## src/rtl/mac_seq_pkg.sv

```systemverilog
// rtl/mac_seq_pkg.sv - shared types and constants for the MAC dot-product sequencer
// Contents: sequencer state enum, default widths, MAC pipeline flush depth.
package mac_seq_pkg;

    localparam int DEF_DATA_WIDTH = 8;
    localparam int DEF_ACC_WIDTH  = 32;
    localparam int DEF_LEN_WIDTH  = 10;

    // Zero-operand cycles needed to drain the MAC product register into the accumulator.
    localparam int MAC_FLUSH_CYCLES = 2;

    typedef enum logic [2:0] {
        S_IDLE,
        S_READ,
        S_FLUSH,
        S_CAPTURE,
        S_OUT
    } seq_state_t;

endpackage

```

## src/rtl/mac_seq_addr_counter.sv

```systemverilog
// rtl/mac_seq_addr_counter.sv - loadable element down-counter with buffer address up-counter
// Ports:
//   clk, rst   clock, async active-high reset
//   load, len  load remaining-element count and clear address
//   step       consume one element (count down, address up)
//   addr       current buffer address
//   last       high while exactly one element remains
module mac_seq_addr_counter #(
    parameter int LEN_WIDTH = 10
) (
    input  logic                 clk,
    input  logic                 rst,
    input  logic                 load,
    input  logic [LEN_WIDTH-1:0] len,
    input  logic                 step,
    output logic [LEN_WIDTH-1:0] addr,
    output logic                 last
);

    logic [LEN_WIDTH-1:0] remaining;

    always_ff @(posedge clk or posedge rst) begin
        if (rst) begin
            remaining <= '0;
            addr      <= '0;
        end else if (load) begin
            remaining <= len;
            addr      <= '0;
        end else if (step) begin
            remaining <= remaining - LEN_WIDTH'(1);
            addr      <= addr + LEN_WIDTH'(1);
        end
    end

    assign last = (remaining == LEN_WIDTH'(1));

endmodule

```

## src/rtl/mac_dot_sequencer.sv

```systemverilog
// rtl/mac_dot_sequencer.sv - operand-issue controller driving one INT8 MAC for a dot-product job
// Ports:
//   clk, rst                       clock, async active-high reset
//   start, start_ready, len        job request handshake and element count
//   act_addr, wgt_addr, buf_rd_en  buffer reads (data returns next cycle)
//   act_rdata, wgt_rdata           signed buffer data
//   mac_a, mac_b, mac_enable, mac_accumulate, mac_result   MAC interface
//   res_valid, res_ready, res_data result handshake
//   busy                           high whenever not idle
// Option macro SEQ_RELU_EN: clamp the captured result to max(result, 0).
module mac_dot_sequencer
    import mac_seq_pkg::*;
#(
    parameter int DATA_WIDTH = DEF_DATA_WIDTH,
    parameter int ACC_WIDTH  = DEF_ACC_WIDTH,
    parameter int LEN_WIDTH  = DEF_LEN_WIDTH
) (
    input  logic                  clk,
    input  logic                  rst,
    input  logic                  start,
    output logic                  start_ready,
    input  logic [LEN_WIDTH-1:0]  len,
    output logic [LEN_WIDTH-1:0]  act_addr,
    output logic [LEN_WIDTH-1:0]  wgt_addr,
    output logic                  buf_rd_en,
    input  logic [DATA_WIDTH-1:0] act_rdata,
    input  logic [DATA_WIDTH-1:0] wgt_rdata,
    output logic [DATA_WIDTH-1:0] mac_a,
    output logic [DATA_WIDTH-1:0] mac_b,
    output logic                  mac_enable,
    output logic                  mac_accumulate,
    input  logic [ACC_WIDTH-1:0]  mac_result,
    output logic                  res_valid,
    input  logic                  res_ready,
    output logic [ACC_WIDTH-1:0]  res_data,
    output logic                  busy
);

    seq_state_t state, next_state;

    logic [LEN_WIDTH-1:0] addr;
    logic                 last;
    logic                 accept;
    logic [1:0]           flush_cnt;
    logic                 rd_d;      // buffer data is on the read bus this cycle
    logic                 first_d1;  // element 0 is on the MAC bus this cycle
    logic                 first_d2;  // element 0's product is being loaded this cycle
    logic [ACC_WIDTH-1:0] capture_value;

    assign accept = start && (state == S_IDLE);

    mac_seq_addr_counter #(
        .LEN_WIDTH(LEN_WIDTH)
    ) u_counter (
        .clk  (clk),
        .rst  (rst),
        .load (accept),
        .len  (len),
        .step (state == S_READ),
        .addr (addr),
        .last (last)
    );

    always_ff @(posedge clk or posedge rst) begin
        if (rst) begin
            state <= S_IDLE;
        end else begin
            state <= next_state;
        end
    end

    always_comb begin
        next_state = state;
        case (state)
            S_IDLE:    if (start) next_state = (len == '0) ? S_OUT : S_READ;
            S_READ:    if (last) next_state = S_FLUSH;
            // First FLUSH cycle still carries the last element; the rest are zero operands.
            S_FLUSH:   if (flush_cnt == 2'(MAC_FLUSH_CYCLES)) next_state = S_CAPTURE;
            S_CAPTURE: next_state = S_OUT;
            S_OUT:     if (res_ready) next_state = S_IDLE;
            default:   next_state = S_IDLE;
        endcase
    end

    always_ff @(posedge clk or posedge rst) begin
        if (rst) begin
            flush_cnt <= '0;
            rd_d      <= 1'b0;
            first_d1  <= 1'b0;
            first_d2  <= 1'b0;
        end else begin
            flush_cnt <= (state == S_FLUSH) ? flush_cnt + 2'd1 : 2'd0;
            rd_d      <= buf_rd_en;
            first_d1  <= buf_rd_en && (addr == '0);
            first_d2  <= first_d1;
        end
    end

`ifdef SEQ_RELU_EN
    assign capture_value = mac_result[ACC_WIDTH-1] ? '0 : mac_result;
`else
    assign capture_value = mac_result;
`endif

    always_ff @(posedge clk or posedge rst) begin
        if (rst) begin
            res_data <= '0;
        end else if (accept && (len == '0)) begin
            res_data <= '0;
        end else if (state == S_CAPTURE) begin
            res_data <= capture_value;
        end
    end

    assign start_ready = (state == S_IDLE);
    assign busy        = (state != S_IDLE);
    assign res_valid   = (state == S_OUT);
    assign buf_rd_en   = (state == S_READ);
    assign act_addr    = buf_rd_en ? addr : '0;
    assign wgt_addr    = buf_rd_en ? addr : '0;

    // Operands come straight from the buffers while read data is valid; zero otherwise (flush).
    assign mac_a      = rd_d ? act_rdata : '0;
    assign mac_b      = rd_d ? wgt_rdata : '0;
    assign mac_enable = rd_d || (state == S_FLUSH);
    // The MAC reloads (accumulate=0) when element 0's product reaches the accumulator.
    assign mac_accumulate = mac_enable && !first_d2;

endmodule

```

## config.mk

```make
export PLATFORM = sky130hd
export DESIGN_NAME = mac_dot_sequencer
export DESIGN_NICKNAME = d
export VERILOG_FILES = /design/src/rtl/mac_seq_pkg.sv /design/src/rtl/mac_seq_addr_counter.sv /design/src/rtl/mac_dot_sequencer.sv
export SDC_FILE = /design/constraint.sdc
export NUM_CORES = 1
export LEC_CHECK = 0
export CAP_MARGIN = 0
export CORE_ASPECT_RATIO = 1.5
export CORE_MARGIN = 1
export CORE_UTILIZATION = 42
export CTS_CLUSTER_DIAMETER = 80
export DETAILED_ROUTE_END_ITERATION = 6
export HOLD_SLACK_MARGIN = 0.06
export PLACE_DENSITY = 0.77
export SLEW_MARGIN = 10
export SYNTH_ARGS = -nofsm -noshare
export SYNTH_HDL_FRONTEND = slang
export SYNTH_SLANG_ARGS = --single-unit
```

## constraint.sdc

```tcl
create_clock -name clk -period 2.6 [get_ports clk]
set_input_delay 0.65 -clock clk [delete_from_list [all_inputs] [get_ports clk]]
set_output_delay 0.65 -clock clk [all_outputs]
set_load 0.01 [all_outputs]
```

Word-level counts from Yosys, hierarchy flattened
Index checks and enable logic that the tools add are counted.
{"block": "op_classes", "add_sub_neg": 3, "eq_ne": 10, "n_mux": 16, "n_reduce_logical": 13}
{"cell": "$mux 32", "count": 2}
{"cell": "$mux 10", "count": 5}
{"cell": "$logic_not 10->1", "count": 2}
{"cell": "$mux 8", "count": 2}
{"cell": "$mux 3", "count": 5}
{"cell": "$pmux 3 s5", "count": 1}
{"cell": "$add 10x1->10 const B", "count": 1}
{"cell": "$eq 10x1->1 const B", "count": 1}
{"cell": "$sub 10x1->10 const B", "count": 1}
{"cell": "$eq 3x2->1 const B", "count": 2}
{"cell": "$logic_and 1x1->1", "count": 4}
{"cell": "$ne 2x1->1 const B", "count": 2}
{"cell": "$ne 2x2->1 const B", "count": 2}
{"cell": "$reduce_and 4->1", "count": 1}
{"cell": "$reduce_bool 2->1", "count": 2}
{"cell": "$eq 3x1->1 const B", "count": 1}
{"cell": "$eq 3x3->1 const B", "count": 1}
{"cell": "$logic_not 3->1", "count": 1}
{"cell": "$reduce_bool 3->1", "count": 1}
{"cell": "$add 2x1->2 const B", "count": 1}
{"cell": "$eq 2x2->1 const B", "count": 1}
{"cell": "$mux 2", "count": 1}
{"cell": "$logic_not 1->1", "count": 1}
{"cell": "$logic_or 1x1->1", "count": 1}
{"block": "totals", "reg_bits": 60, "input_bits": 62, "output_inout_bits": 74}

Logic depth before layout (Yosys ltp)
Gate-level depths: netlist (run 1).
{"block": "logic_depth", "ltp_word": 4, "ltp_mapped": 6, "mapped_depth_nobuf": 5}

By module
From an unflattened synthesis (run 1), not the netlist that was laid out.
{"block": "unflattened", "hier_cells": 337, "area_unflattened_um2": 3052.9}
{"mod": "mac_dot_sequencer", "n_inst": 1, "cells_per_inst": 224, "area_each_um2": 1974.4, "seq_area_each_um2": 1001.0}
{"mod": "mac_seq_addr_counter", "n_inst": 1, "cells_per_inst": 113, "area_each_um2": 1078.5, "seq_area_each_um2": 500.5}

Worst setup path after synthesis (run 1)
OpenSTA, ideal clock, no wires.
{"block": "synth_path", "path_kind": "register to output", "from": "register state[2]", "to": "output wgt_addr[3]", "t_arrival_ns": 1.633, "required_time_ns": 1.950, "path_slack_ns": 0.317, "stages_incl_launch_ff": 7, "n_path_buf": 3, "path_cell_list": "dfrtp_1 -> clkbuf_1 -> or3b_2 -> inv_1 -> buf_2 -> and2_1 -> buf_4"}
{"block": "synth_via", "elab_chain_cells": 2}
{"item": "from (decl)", "line": "mac_dot_sequencer.sv:39", "rtl": "seq_state_t state, next_state;"}
{"item": "from (signal assigned)", "line": "mac_dot_sequencer.sv:68", "rtl": "state <= next_state;"}
{"item": "$eq 3x1->1", "line": "mac_dot_sequencer.sv:118", "rtl": "assign buf_rd_en = (state == S_READ);"}
{"item": "via buf_rd_en", "line": "mac_dot_sequencer.sv:25", "rtl": "output logic buf_rd_en,"}
{"item": "$mux 10"}
{"item": "to (decl)", "line": "mac_dot_sequencer.sv:24", "rtl": "output logic [LEN_WIDTH-1:0] wgt_addr,"}
The timed path passes the listed nets, and every way through them passes these cells.

Worst setup path in the final report (run 1)
{"block": "layout_path", "from": "register state[2]", "to": "output start_ready"}
{"block": "layout_via", "elab_chain_cells": 1}
{"item": "$logic_not 3->1", "line": "mac_dot_sequencer.sv:115", "rtl": "assign start_ready = (state == S_IDLE);"}
{"item": "to (decl)", "line": "mac_dot_sequencer.sv:21", "rtl": "output logic start_ready,"}
Every way passes these cells.

==> run_results.csv, run 1 <==
group,metric,value,unit
clocking,cts_hold_buf,0,
cells_and_area,layout.nets,532,
worst_setup_path,required,1950,ps
floorplanning,fp-row-count,37,
route,via_per_inst,5.193,
worst_setup_path,worst_setup_path_start_kind,"flip-flop",
worst_setup_path,worstSetupPathType,"reg -> out",
clocking,numCtsBuffers,9,
clocking,clock_sink_count,60,
worst_setup_path,critPathArrivalTime,1880,ps
floorplanning,die_area,7599,sq um
power_and_ir_drop,vdd_drop_max,0.6055,mV
floorplanning,start_util,0.4384,
route,dr.first_iter.drc_count,164,
timing,setup-tns-final,0,ps
timing,final-hold-violation-count,0,
timing,setup_viol,0,
placement,portBuffers,135,
timing,rsz0062_at_grt,"false",
min_path,min_path_type,"reg -> reg",
clocking,post_cts_buffers,0,
yosys,synth_nets,405,
yosys,synth-edff-count,0,
job,drv_cap,0,
clocking,htreeDepth,3,
timing,period_needed,2530,ps
power_and_ir_drop,p_leak,2.037,nW
cells_and_area,diodes,0,
yosys,synth_cell_types,40,
timing,worstMarginPinSlew,478.4,ps
yosys,ys_warn_count,0,
route,drt_pre_antenna_iters,4,
route,ant_nets,0,
timing,holdWs,350.7,ps
timing,slew_viol_final,0,
route,num_vias,2846,
grt,grt_max_degree,61,
cells_and_area,syn_to_final_growth,51.54,%
yosys,netlist_area,3044,sq um
cells_and_area,fin_area,4613,sq um
clocking,cts_root_buffer,"clkbuf_8",
floorplanning,fp.dieH,106.3,um
timing,fin_crit_sh,0.9731,
outcome,status,"completed",
worst_setup_path,worstSetupEndpointType,"primary output",
yosys,synth-seq-cells,60,
clocking,cts_resized,23,
placement,placed_area,4419,sq um
grt,grt_pass1_vias,2779,
cells_and_area,fill_cells,624,
clocking,clk_latency,340,ps
clocking,clk_pin_slew_worst_paths,70,ps
grt,grt_overflow,0,
placement,place_congestion,0.8047,
timing,max_freq,0.3952,GHz
floorplanning,ios,136,
grt,antenna_found_initial,0,
cells_and_area,drive_gt1_frac,0.08936,
placement,post-dp-hpwl,5921,um
route,wl,8026,um
yosys,ys_seq_area_frac,0.4932,
yosys,synth-async-reset-ratio,1.000,
route,avgRoutedWirePerCell,14.65,um
yosys,syn_inst,338,
timing,relSlewSlack,0.6811,
clocking,tritoncts,"built",
timing,fin_skew,10.01,ps
worst_setup_path,worstPathMaxFanout,9,
route,drc_errors,0,
clocking,clock_path_buffers,2,
yosys,ys.flop_type,"dfrtp_1",
power_and_ir_drop,power.density,908.8,nW/um^2
yosys,synth_area_per_cell,9.006,sq um
floorplanning,die_w,71.51,um
floorplanning,core-area,6944,sq um
grt,grt_pass1_wl,13320,um
grt,grt_usage,0.2227,
## logic make-up (layout without fill, tap and decap cells)
group,after synthesis,count (layout),synth area share
simple gates,160,160,0.2741
compound gates,66,66,0.1311
flops,60,60,0.4932
buf+inv,46,178,0.07768
fa+ha+maj,5,5,0.02055
mux,1,1,0.003288
## layer usage
layer / up-vias / share of wire / routed length, um / GRT usage
met3: 7 / 0.056 / 451 / 0.04929
met1: 1343 / 0.41 / 3291 / 0.2773
li1: 1401 / - / - / -
met5: - / 0 / 0 / 0
met4: 0 / 0.0092 / 74 / 0.07283
met2: 95 / 0.52 / 4208 / 0.3803
## critical path, cell delays in order, from the launching register on
cell             delay (ps)
dfrtp_1                 400
buf_4                   170
or3_4                   400
inv_1                    60
clkdlybuf4s50_1         520
## worst paths after layout
| check | cells past startpoint | slack [ps] | to | start |
|---|---|---|---|---|
| max in group asynchronous | 3 | 1640 | res_data[3]$_DFFE_PP0P_ | rst |
| worst min-delay path | 0 | 350 | first_d2$_DFF_PP0_ | first_d1$_DFF_PP0_ |
| worst min register to register | 0 | 350 | first_d2$_DFF_PP0_ | first_d1$_DFF_PP0_ |
| min in group asynchronous | 3 | 690 | res_data[15]$_DFFE_PP0P_ | rst |
| worst max register to register | 4 | 660 | u_counter.remaining[3]$_DFFE_PP0P_ | state[2]$_DFFE_PP0P_ |
| worst max-delay path | 4 | 70 | start_ready | state[2]$_DFFE_PP0P_ |
## cells in the mapped netlist (2+ instances only)
cell type | number | area [sq um]
nand3_1 | 8 | 40.04
or3_1 | 5 | 31.28
or3b_2 | 2 | 17.52
or2_2 | 4 | 25.02
nor2_1 | 6 | 22.52
inv_1 | 14 | 52.55
clkbuf_1 | 16 | 60.06
a21oi_1 | 40 | 200.2
o221ai_1 | 2 | 17.52
o21ai_0 | 5 | 25.02
nand2b_1 | 2 | 12.51
buf_4 | 10 | 75.07
dfrtp_1 | 60 | 1501
nor3b_1 | 2 | 15.01
ha_1 | 5 | 62.56
nor4_1 | 8 | 50.05
o311ai_0 | 4 | 35.03
and2_1 | 21 | 131.4
o31ai_1 | 5 | 37.54
o211ai_1 | 5 | 37.54
nand4bb_1 | 2 | 22.52
nand2_1 | 84 | 315.3
buf_2 | 3 | 15.01
buf_6 | 3 | 33.78
or4_1 | 7 | 52.55
## cell usage in the layout (no fill, tap or decap), drive strengths merged, types with 6 or more instances in the layout
| cell type | count |
|---|---|
| a21oi | 40 |
| and2 | 21 |
| buf | 13 |
| clkbuf | 12 |
| clkdlybuf4s50 | 115 |
| dfrtp | 60 |
| dlygate4sd2 | 19 |
| inv | 14 |
| nand2 | 84 |
| nand3 | 8 |
| nor2 | 6 |
| nor4 | 9 |
| or4 | 7 |
## layout make-up
| class | count | area (sq um) | area share |
|---|---|---|---|
| Timing Repair Buffer | 148 | 1440 | 0.3122 |
| Tap cell | 78 | 97.59 | 0.02116 |
| Inverter | 14 | 55.05 | 0.01193 |
| Sequential cell | 60 | 1501 | 0.3255 |
| Clock buffer | 12 | 155.1 | 0.03363 |
| Multi-Input combinational cell | 232 | 1316 | 0.2853 |
| Clock inverter | 4 | 47.55 | 0.01031 |
## flip-flops by register name, summed over array words and instances, names as in the netlist
signal,flops
u_counter.addr,10
first_d2,1
rd_d,1
res_data,32
u_counter.remaining,10
flush_cnt,2
state,3
first_d1,1
## power breakdown
group | leakage [nW] | total (mW) | internal [mW] | switching (mW)
Combinational | 1.27 | 1.85 | 0.990 | 0.862
Clock | 0.102 | 0.856 | 0.492 | 0.365
Sequential | 0.664 | 1.48 | 1.24 | 0.243
## through the flow
stage               setup slack (ps)  total power [mW]  utilization  cells
floorplan                      317.2             2.449            -    338
global placement               161.0             3.333       0.6364    532
detailed placement             104.4             3.403       0.6364    532
CTS                            7.308             4.216       0.6632    548
global route                   13.95             4.483       0.6643    548
finish                         69.83             4.192       0.6643    548
Note: power is estimated with default switching activity, not from simulation.
==> inputs of run 2 (changes only) <==
Settings changed: TNS_END_PERCENT set to 50.
Clock period 2.6 ns to 2.45 ns, I/O delays scaled along.
==> run 2 against run 1 <==
  * Sequential cell count is the same
  * Wire length decreased by 0.57%
  * Global-route usage decreased by 0.79 points
  * Clock power increased by 24%
  * Non-clock buffer count up 1
  * Critical path depth is the same
  * Register-to-register slack got worse by 150 ps
  * Combinational power up 6%
  * Sequential power grew 6%
  * Cell count up 0.18%
  * Sequential share of layout area fell by 0.44 points
  * Worst setup slack worse by 38 ps
  * Critical endpoint is now wgt_addr[2]
==> run_results.csv, run 2 (synthesis results as in run 1) <==
group,metric,value,unit
timing,slew_viol_final,0,
job,drv_cap,0,
timing,worstMarginPinSlew,538.3,ps
route,ant_nets,0,
timing,setup-tns-final,0,ps
clocking,clock_path_buffers,2,
timing,setup_ws,31.56,ps
cells_and_area,layout.nets,533,
cells_and_area,utilization,0.6735,
worst_setup_path,critPathArrivalTime,1810,ps
cells_and_area,syn_to_final_growth,53.64,%
timing,period_needed,2418,ps
power_and_ir_drop,power.density,982.2,nW/um^2
cells_and_area,fin_area,4677,sq um
min_path,min_path_type,"reg -> reg",
clocking,clock_sink_count,60,
cells_and_area,regArea,1501,sq um
route,via_per_inst,5.182,
grt,antenna_found_initial,0,
worst_setup_path,required,1840,ps
route,avgRoutedWirePerCell,14.54,um
cells_and_area,multi_input_area,1321,sq um
floorplanning,die_area,7599,sq um
cells_and_area,largest_reg_flops,32,
grt,grt_pass1_vias,2706,
power_and_ir_drop,p_leak,2.058,nW
grt,grt_overflow,0,
worst_setup_path,ff2ff_setup_slack,510,ps
worst_setup_path,cp-startpoint,"state[2]$_DFFE_PP0P_",
cells_and_area,reg.largest.list,"res_data: 32 flops, u_counter.addr: 10 flops, u_counter.remaining: 10 flops",
worst_setup_path,worstSetupEndpointType,"primary output",
placement,place_congestion,0.7684,
grt,grt_max_degree,52,
clocking,clk_latency,340,ps
route,drc_errors,0,
timing,relSlewSlack,0.6411,
min_path,whs_endpoint,"first_d2$_DFF_PP0_",
cells_and_area,regMostFlops,"res_data",
floorplanning,fp.dieH,106.3,um
worst_setup_path,r2r-end,"u_counter.remaining[3]$_DFFE_PP0P_",
route,num_vias,2845,
route,drt_pre_antenna_iters,5,
floorplanning,die_w,71.51,um
placement,post-dp-hpwl,5769,um
cells_and_area,fill_cells,597,
clocking,htreeDepth,3,
placement,placed_area,4452,sq um
clocking,cts_hold_buf,0,
power_and_ir_drop,vdd_drop_max,0.5433,mV
clocking,numCtsBuffers,9,
route,dr.first_iter.drc_count,200,
floorplanning,start_util,0.4384,
placement,dpl_worst_slack,23.22,ps
min_path,holdCritStartpoint,"first_d1$_DFF_PP0_",
outcome,status,"completed",
clocking,clk_pin_slew_worst_paths,70,ps
timing,max_freq,0.4135,GHz
power_and_ir_drop,total_power,4.594,mW
worst_setup_path,worst_setup_path_start_kind,"flip-flop",
timing,setup_viol,0,
worst_setup_path,worstPathMaxFanout,9,
grt,grt_pass1_wl,12680,um
clocking,cts_root_buffer,"clkbuf_8",
timing,rsz0062_at_grt,"true",
cells_and_area,final_common_cell,"clkdlybuf4s50_1",
floorplanning,core-area,6944,sq um
cells_and_area,diodes,0,
route,wl,7980,um
clocking,tritoncts,"built",
worst_setup_path,rr_startpoint,"state[2]$_DFFE_PP0P_",
timing,fin_skew,11.34,ps
cells_and_area,most-common-layout-cells,"112 x clkdlybuf4s50_1, 84 x nand2_1, 60 x dfrtp_1",
floorplanning,fp-row-count,37,
placement,portBuffers,135,
worst_setup_path,r2r_cells,4,
cells_and_area,drive_gt1_frac,0.09554,
worst_setup_path,worstSetupPathType,"reg -> out",
timing,final-hold-violation-count,0,
timing,fin_crit_sh,0.9871,
min_path,holdPathStages,0,
grt,grt_usage,0.2148,
floorplanning,ios,136,
## run 2: timing repair
item                                    CTS  global route
endpoints found under the setup margin   24             8
gates resized for setup                  30             5
setup buffers                             0             0
## run 2: how the worst max path moves through the flow
stage,endpoint,slack [ps],cells after the start
4_1_cts,wgt_addr[1],7,4
5_1_grt,wgt_addr[2],-40,4
3_3_place_gp,wgt_addr[0],60,4
6_report,wgt_addr[2],30,4
3_5_place_dp,wgt_addr[0],20,4
2_1_floorplan,wgt_addr[3],200,6
## run 2: cell type report
type	instances	area share
clock buffer	11	0.02809
inverter	14	0.01177
multi-input combinational	232	0.2825
timing repair buffer	149	0.3143
sequential	60	0.3210
clock inverter	5	0.02140
tap	78	0.02087
## run 2: metal layers
layer  share of wire  up-vias  global-route usage
li1                -     1405                   -
met1            0.42     1342              0.2486
met2            0.51       92              0.3694
met3           0.059        6             0.07014
met4          0.0091        0             0.07423
met5               0        -                   0
## run 2: critical path: stages, from the launching register on
cell,delay (ps)
dfrtp_1,410
buf_4,180
nand4bb_1,240
inv_1,110
clkdlybuf4s50_1,540
## run 2: where the power goes
part	switching [mW]	leakage, nW	total [mW]	internal, mW
registers	0.255	0.664	1.57	1.32
logic	0.911	1.28	1.96	1.05
clock network	0.386	0.117	1.06	0.673
## run 2: per-stage QoR
step	instances	hold slack [ps]
after CTS	549	366.2
after detailed placement	533	351.0
final	549	358.3
after global placement	533	331.4
after global routing	549	372.3
after floorplan	338	331.2
